===== src/rtl/packet_sram_loader_pkg.sv =====
// Shared types and sizing helpers for the packet SRAM loader.
// Provides the loader state encoding and default widths.
package pkt_loader_pkg;

   typedef enum logic [1:0] {
      IDLE,
      COLLECT,
      WRITE,
      DONE
   } loader_state_t;

   localparam int DEF_PACKET_W = 64;
   localparam int DEF_IN_W     = 16;
   localparam int DEF_ADDR_W   = 10;
   localparam int DEF_DEPTH    = 1024;

   // Host words that make up one packet.
   function automatic int words_per_packet(input int packet_w, input int in_w);
      return packet_w / in_w;
   endfunction

   // Beat counter width; one spare code so the counter can sit at WPP.
   function automatic int beat_width(input int wpp);
      return $clog2(wpp + 1);
   endfunction

endpackage


===== src/rtl/packet_sram_loader_assembler.sv =====
// Packs host words into one packet-wide register, LSB slot first.
// Zero-pads the upper slots when the stream ends mid-packet.
module pkt_assembler
   import pkt_loader_pkg::*;
#(
   parameter int PACKET_W = DEF_PACKET_W,
   parameter int IN_W     = DEF_IN_W
) (
   input  logic                clk,
   input  logic                reset,
   input  logic                clear,
   input  logic                accept,
   input  logic [IN_W-1:0]     in_data,
   input  logic                in_last,
   output logic [PACKET_W-1:0] data,
   output logic                pkt_end,
   output logic                last_flag
);

   localparam int WPP    = words_per_packet(PACKET_W, IN_W);
   localparam int BEAT_W = beat_width(WPP);

   logic [BEAT_W-1:0] beat_d, beat_q;
   logic              last_flag_d, last_flag_q;

   // High in the cycle where the accepted word completes the packet.
   assign pkt_end   = accept && ((beat_q == BEAT_W'(WPP - 1)) || in_last);
   assign last_flag = last_flag_q;

   always_comb begin
      beat_d      = beat_q;
      last_flag_d = last_flag_q;
      if (clear) begin
         beat_d      = '0;
         last_flag_d = 1'b0;
      end else if (accept) begin
         beat_d = beat_q + BEAT_W'(1);
         if (in_last) begin
            last_flag_d = 1'b1;
         end
      end
   end

   always_ff @(posedge clk) begin
      if (reset) begin
         beat_q      <= '0;
         last_flag_q <= 1'b0;
      end else begin
         beat_q      <= beat_d;
         last_flag_q <= last_flag_d;
      end
   end

   genvar gi;
   generate
      for (gi = 0; gi < WPP; gi++) begin : g_slot
         logic [IN_W-1:0] slot_d, slot_q;

         always_comb begin
            slot_d = slot_q;
            if (clear) begin
               slot_d = '0;
            end else if (accept) begin
               if (beat_q == BEAT_W'(gi)) begin
                  slot_d = in_data;
               end else if (in_last && (int'(beat_q) < gi)) begin
                  slot_d = '0;
               end
            end
         end

         always_ff @(posedge clk) begin
            if (reset) begin
               slot_q <= '0;
            end else begin
               slot_q <= slot_d;
            end
         end

         assign data[gi*IN_W +: IN_W] = slot_q;
      end
   endgenerate

endmodule


===== src/rtl/packet_sram_loader.sv =====
// Write-side packet SRAM loader: assembles host words into packets and writes
// them to consecutive addresses from 0. Optional parity check: PKT_LOADER_PARITY_EN.
module packet_sram_loader
   import pkt_loader_pkg::*;
#(
   parameter int PACKET_W = DEF_PACKET_W,
   parameter int IN_W     = DEF_IN_W,
   parameter int ADDR_W   = DEF_ADDR_W,
   parameter int DEPTH    = DEF_DEPTH
) (
   input  logic                clk,
   input  logic                reset,
   input  logic                load_start,
   input  logic                in_valid,
   input  logic [IN_W-1:0]     in_data,
   input  logic                in_last,
   output logic                in_ready,
   input  logic                sram_busy,
   output logic                sram_wen,
   output logic [ADDR_W-1:0]   sram_addr,
   output logic [PACKET_W-1:0] sram_wdata,
   output logic                load_busy,
   output logic                load_done,
   output logic [ADDR_W:0]     pkt_count,
`ifdef PKT_LOADER_PARITY_EN
   input  logic                in_par,
   output logic                parity_err,
`endif
   output logic                overflow_err
);

   localparam logic [ADDR_W:0] DEPTH_CNT = (ADDR_W + 1)'(DEPTH);

   loader_state_t     state_d, state_q;
   logic [ADDR_W-1:0] addr_d, addr_q;
   logic [ADDR_W:0]   pkt_count_d, pkt_count_q;
   logic              overflow_d, overflow_q;

   logic                accept;
   logic                at_depth;
   logic                asm_clear;
   logic                asm_pkt_end;
   logic                asm_last;
   logic [PACKET_W-1:0] asm_data;

   assign in_ready = (state_q == COLLECT);
   assign accept   = in_valid && in_ready;
   assign at_depth = (pkt_count_q == DEPTH_CNT);

   // Write strobe depends only on state, arbitration and the full check, so the
   // read side can grab the port in the same cycle without a registered lag.
   assign sram_wen     = (state_q == WRITE) && !sram_busy && !at_depth;
   assign sram_addr    = addr_q;
   assign sram_wdata   = asm_data;
   assign load_busy    = (state_q != IDLE);
   assign load_done    = (state_q == DONE);
   assign pkt_count    = pkt_count_q;
   assign overflow_err = overflow_q;

   pkt_assembler #(
      .PACKET_W (PACKET_W),
      .IN_W     (IN_W)
   ) u_assembler (
      .clk       (clk),
      .reset     (reset),
      .clear     (asm_clear),
      .accept    (accept),
      .in_data   (in_data),
      .in_last   (in_last),
      .data      (asm_data),
      .pkt_end   (asm_pkt_end),
      .last_flag (asm_last)
   );

   always_comb begin
      state_d     = state_q;
      addr_d      = addr_q;
      pkt_count_d = pkt_count_q;
      overflow_d  = overflow_q;
      asm_clear   = 1'b0;
      case (state_q)
         IDLE: begin
            if (load_start) begin
               addr_d      = '0;
               pkt_count_d = '0;
               overflow_d  = 1'b0;
               asm_clear   = 1'b1;
               state_d     = COLLECT;
            end
         end
         COLLECT: begin
            if (asm_pkt_end) begin
               state_d = WRITE;
            end
         end
         WRITE: begin
            // The full check precedes the write so addr never runs past DEPTH-1.
            if (at_depth) begin
               overflow_d = 1'b1;
               state_d    = DONE;
            end else if (!sram_busy) begin
               addr_d      = addr_q + ADDR_W'(1);
               pkt_count_d = pkt_count_q + (ADDR_W + 1)'(1);
               asm_clear   = 1'b1;
               state_d     = asm_last ? DONE : COLLECT;
            end
         end
         DONE: begin
            state_d = IDLE;
         end
         default: begin
            state_d = IDLE;
         end
      endcase
   end

   always_ff @(posedge clk) begin
      if (reset) begin
         state_q     <= IDLE;
         addr_q      <= '0;
         pkt_count_q <= '0;
         overflow_q  <= 1'b0;
      end else begin
         state_q     <= state_d;
         addr_q      <= addr_d;
         pkt_count_q <= pkt_count_d;
         overflow_q  <= overflow_d;
      end
   end

`ifdef PKT_LOADER_PARITY_EN
   logic parity_d, parity_q;

   assign parity_err = parity_q;

   always_comb begin
      parity_d = parity_q;
      if ((state_q == IDLE) && load_start) begin
         parity_d = 1'b0;
      end else if (accept && ((^in_data) ^ in_par)) begin
         parity_d = 1'b1;
      end
   end

   always_ff @(posedge clk) begin
      if (reset) begin
         parity_q <= 1'b0;
      end else begin
         parity_q <= parity_d;
      end
   end
`endif

endmodule


===== config.mk =====
export PLATFORM = sky130hd
export DESIGN_NAME = packet_sram_loader
export DESIGN_NICKNAME = d
export VERILOG_FILES = /design/src/rtl/packet_sram_loader_pkg.sv /design/src/rtl/packet_sram_loader_assembler.sv /design/src/rtl/packet_sram_loader.sv
export SDC_FILE = /design/constraint.sdc
export NUM_CORES = 1
export LEC_CHECK = 0
export ABC_AREA = 0
export CAP_MARGIN = 20
export CORE_MARGIN = 2
export CORE_UTILIZATION = 43
export CTS_CLUSTER_DIAMETER = 80
export DETAILED_ROUTE_END_ITERATION = 6
export GPL_TIMING_DRIVEN = 0
export PLACE_DENSITY = 0.86
export SYNTH_ARGS = -nofsm -noshare
export SYNTH_HDL_FRONTEND = slang
export SYNTH_SLANG_ARGS = --single-unit

===== constraint.sdc =====
create_clock -name clk -period 1.69 [get_ports clk]
set_input_delay 0.338 -clock clk [delete_from_list [all_inputs] [get_ports clk]]
set_output_delay 0.338 -clock clk [all_outputs]
set_load 0.005 [all_outputs]

==> Word level (Yosys, flattened, before mapping) <==
Index checks and enable logic that the tools add are counted.
{ "totals": {"output_inout_bits": 90, "register_bits": 92, "in_bits": 22} }
{ "classes": {"n_eq_ne": 13, "order_cmp": 3, "n_mux": 27, "add_sub_neg": 3, "n_reduce_logical": 26} }
{ "op_table": {"columns": ["cell", "count"], "rows": [
  ["16-bit 2-to-1 mux", 6],
  ["11-bit 2-to-1 mux", 3],
  ["10-bit 2-to-1 mux", 3],
  ["11-bit case mux with 2 select lines", 1],
  ["10-bit case mux with 2 select lines", 1],
  ["11-bit by 1-bit adder with 11-bit output (second input constant)", 1],
  ["11-bit == test (second input constant)", 1],
  ["10-bit by 1-bit adder with 10-bit output (second input constant)", 1],
  ["2-bit 2-to-1 mux", 5],
  ["2-bit AND reduction", 5],
  ["2-bit nonzero test", 5],
  ["2-bit inequality test (second input constant)", 4],
  ["2-bit case mux with 4 select lines", 1],
  ["1-bit logical AND", 7],
  ["3-bit by 2-bit == test with 1-bit output (second input constant)", 2],
  ["3-bit by 2-bit less-than comparator with 1-bit output (second input constant)", 2],
  ["3-bit AND reduction", 2],
  ["1-bit 2-to-1 mux", 5],
  ["2-bit == test (second input constant)", 2],
  ["1-bit case mux with 2 select lines", 2],
  ["4-bit AND reduction", 1],
  ["3-bit by 1-bit adder with 3-bit output (second input constant)", 1],
  ["3-bit by 1-bit == test with 1-bit output (second input constant)", 1],
  ["3-bit logical NOT", 1],
  ["other kinds (8)", 9]
]} }

==> Depth between registers and ports, before layout <==
{ "logic_depth": {"ltp_word": 5, "depth_mapped": 8, "ltp_nobuf": 7} }

==> Hierarchy <==
A second synthesis with hierarchy kept.
{ "hier_totals": {"hier_cells": 476, "area_unflattened_um2": 4195.3} }
{ "by_module_without_submodules": {"columns": ["module", "area_each_um2", "cells_each", "instances", "seq_area_each_um2"], "rows": [
  ["pkt_assembler", 2891.5, 318, 1, 1361.3],
  ["packet_sram_loader", 1303.8, 158, 1, 480.5]
]} }

==> Worst setup path after synthesis <==
OpenSTA, ideal clock, no wires.
{ "synth_path": {"path_kind": "reg2out", "startpoint": "register pkt_count_q[6], in the netlist pkt_count[6]", "endpoint": "output port sram_wen", "setup_slack_ns": -0.081, "arrival_ns": 1.433, "path_stages_with_launch": 5, "cell_sequence": "dfxtp_1 > or4_4 > o31ai_4 > inv_2 > buf_2"} }
{ "synth_via": {"elab_chain_cells": 3} }
{ "synth_lines": {"columns": ["element", "line_no", "rtl"], "rows": [
  ["from (decl)", "packet_sram_loader.sv:36", "logic [ADDR_W:0] pkt_count_d, pkt_count_q;"],
  ["from (signal assigned)", "packet_sram_loader.sv:126", "pkt_count_q <= pkt_count_d;"],
  ["11-bit == test", "packet_sram_loader.sv:48", "assign at_depth = (pkt_count_q == DEPTH_CNT);"],
  ["1-bit logical NOT", "packet_sram_loader.sv:52", "assign sram_wen = (state_q == WRITE) && !sram_busy && !at_depth;"],
  ["1-bit logical AND", "packet_sram_loader.sv:52", null],
  ["to (decl)", "packet_sram_loader.sv:19", "output logic sram_wen,"]
]} }
Every way passes these cells.

==> Worst setup path in the final report <==
{ "layout_path": {"startpoint": "register pkt_count_q[5], in the netlist pkt_count[5]", "endpoint": "output port sram_wen"} }
The elaborated chain is that of the path after synthesis.

==> summary.md <==
| Metric | Value |
|---|---|
| Outcome | `complete, but fails checks` |
| Failing checks | `negative setup slack` |
| Post-DP HPWL | `8440 µm` |
| H-tree depth | `3` |
| Post-Synthesis Cells | `453` |
| First-pass GRT wire length | `22600 µm` |
| Min Tclk post-route | `2250 ps` |
| Slew HR | `0.566` |
| Pwr Density | `698 nW/µm²` |
| Final Skew | `16.0 ps` |
| WP data arrival | `1910 ps` |
| Synth warn | `0` |
| WL final | `15400 µm` |
| Synth unique cells | `50` |
| Startpoint class of the critical path | `flop` |
| Final Hold Vio Count | `0` |
| Ys async rst share | `0` |
| Syn Std Cell Area | `3860 µm²` |
| CP most frequent cell | `buf_6` |
| Dpl ws | `-758 ps` |
| Worst path max stage delay | `550 ps` |
| Most common library cells after synthesis | `dfxtp_1, nand2_1, a21oi_1, nor2_1, nand3_1` |
| Synth Flop Type | `dfxtp_1` |
| Leak | `0.00217 µW` |
| CTS tree | `done` |
| Most common cell in the netlist | `dfxtp_1` |
| Final hold slack | `482 ps` |
| GRT Residual Overflow | `0` |
| CP cell instances | `or4_4 -> o31ai_4 -> inv_2 -> buf_6 -> buf_6` |
| Die area | `9750 µm²` |
| Row count | `34` |
| N_diodes | `0` |
| Vias | `4433` |
| Critical path peak fanout | `2` |
| Post-layout nets | `646` |
| Max Root-Sink Buffers | `2` |
| Clk_lat worst skew | `390 ps` |
| EDFF count, synth | `0` |
| Syn Area/Cell | `8.52 µm²` |
| Maximum vdd drop | `0.471 mV` |
| Max-slew violations | `0` |
| CP max stage cell | `or4_4` |
| IO buf count | `110` |
| Post-synthesis net count | `483` |
| Clock root buffer | `clkbuf_8` |
| Period utilisation layout | `1.33` |
| Number of global-route vias before repair | `4469` |
| Reg clk slew, reported paths | `110 ps` |
| CTS sink cnt | `92` |
| Largest net degree at the start of global routing | `20` |
| Die height | `98.7 µm` |
| CTS buffer count | `9` |
| Synthesis-stage register bit count | `92` |
| Top cell type's share of synthesized area | `0.477` |
| Worst setup EP type | `primary output` |
| Synth top area cells | `dfxtp_1, nand2_1, a21oi_1` |
| Fmax | `444 MHz` |
| Drt wl/cell | `21.1 µm` |
| Count of max-cap constraint violations | `0` |
| Starting Density | `0.443` |
| RSZ-0062 raised after global routing | `yes` |
| CP required | `1350 ps` |
| First-pass detailed-route iteration total | `5` |
| Final setup violation count | `94` |
| Gr usage total | `0.288` |
| Initial DRC Count | `317` |
| I/O pins | `112` |
| Vias per Instance | `6.08` |
| Area leader, netlist | `dfxtp_1` |
| # DRC | `0` |
| Final WS setup | `-562 ps` |
| Post-synthesis sequential area ratio | `0.477` |
| Power, Total | `4490 µW` |
| Share of layout cells above drive strength 1 | `0.338` |
| Initial antenna violation count | `0` |
| RePlAce Congestion | `0.825` |
| Die width | `98.7 µm` |
| Area delta synth->final | `66.8%` |
| Antenna viol nets, final | `0` |
| Core Box Area | `8720 µm²` |
| Crit Path Category | `reg2out` |
| Worst-Margin Slew | `650 ps` |
| Tightest Hold Check Type | `reg2reg` |
[cells by family (layout without fill, tap and decap cells)]
family	Yosys count	after routing	share of synthesized area
AOI/OAI and AO/OA	139	139	0.239
xor gates and xnor gates	4	4	0.00908
adders and majority gates	8	8	0.0259
buffers and inverters	38	206	0.0441
DFF	92	92	0.477
and+or+nand+nor	172	172	0.205
[worst paths after layout]
| path | start | endpoint | slack, ps | depth (start not counted) |
|---|---|---|---|---|
| worst min-delay path | u_assembler.g_slot[1].slot_q[4] | u_assembler.g_slot[1].slot_q[4] | 480 | 2 |
| worst max-delay path | pkt_count[5] | sram_wen | -560 | 5 |
| worst min register to register | u_assembler.g_slot[1].slot_q[4] | u_assembler.g_slot[1].slot_q[4] | 480 | 2 |
| worst max register to register | pkt_count[5] | pkt_count[1] | -490 | 9 |
[sequential cells by signal, summed over array words and instances, names as in the netlist]
register	flops
sram_addr	10
u_assembler.g_slot.slot_q	64
pkt_count	11
state_q	2
u_assembler.beat_q	3
u_assembler.last_flag	1
overflow_err	1
[power breakdown]
| part | leakage (µW) | switching [µW] | total [µW] | internal, µW |
|---|---|---|---|---|
| Sequential | 0.000755 | 18.1 | 2190 | 2180 |
| Combinational | 0.00131 | 407 | 756 | 349 |
| Clock | 0.000102 | 955 | 1540 | 589 |
| Total | 0.00217 | 1380 | 4490 | 3110 |
[per-layer routing]
layer  routed length (µm)  vias up  track usage
met2                 7810      287        0.506
met4                  646        0        0.132
li1                     -     1938            -
met1                 5560     2141        0.328
met5                    0        -            0
met3                 1400       67       0.0702
[worst max-delay path: cells and delay by family (launching register included)]
kind,cells,cell delay [ps]
and+or+nand+nor,1,550
DFF,1,360
buffers and inverters,3,310
AOI/OAI and AO/OA,1,310
[repair_timing]
| action | CTS | global route |
|---|---|---|
| endpoints found under the setup margin | 106 | 103 |
| pin swaps | 35 | 14 |
| resized for setup | 166 | 63 |
| cloned | 7 | 0 |
| setup buffers | 30 | 13 |
| hold buffers | 0 | 0 |
[placed cells by master, fill, tap and decap left out, types with 16 or more instances in the layout]
cell type	count
clkdlybuf4s50_1	101
a22oi_1	16
buf_6	17
nor2_4	17
o21ai_0	20
nand3_1	24
dfxtp_1	71
a21oi_2	46
buf_4	24
nand2_1	80
[stage by stage]
| stage | area (µm²) | util | setup TNS, ps | instances |
|---|---|---|---|---|
| after floorplan | 3880 | - | -1740 | 453 |
| after global placement | 5110 | 0.586 | -35990 | 671 |
| after detailed placement | 5110 | 0.586 | -40350 | 671 |
| after CTS | 6250 | 0.716 | -25390 | 723 |
| after global routing | 6440 | 0.738 | -34560 | 729 |
| final | 6440 | 0.738 | -32770 | 729 |
[final cells by class]
class | count | area [µm²]
clock inverters | 7 | 78.8
fillers | 529 | 2280
clock buffers | 9 | 124
plain buffers | 25 | 244
inverters | 9 | 33.8
multi-input cells | 323 | 2340
repair buffers | 156 | 1590
flip-flops and latches | 92 | 1890
well taps | 108 | 135
Note: power is estimated with default switching activity, not from simulation.
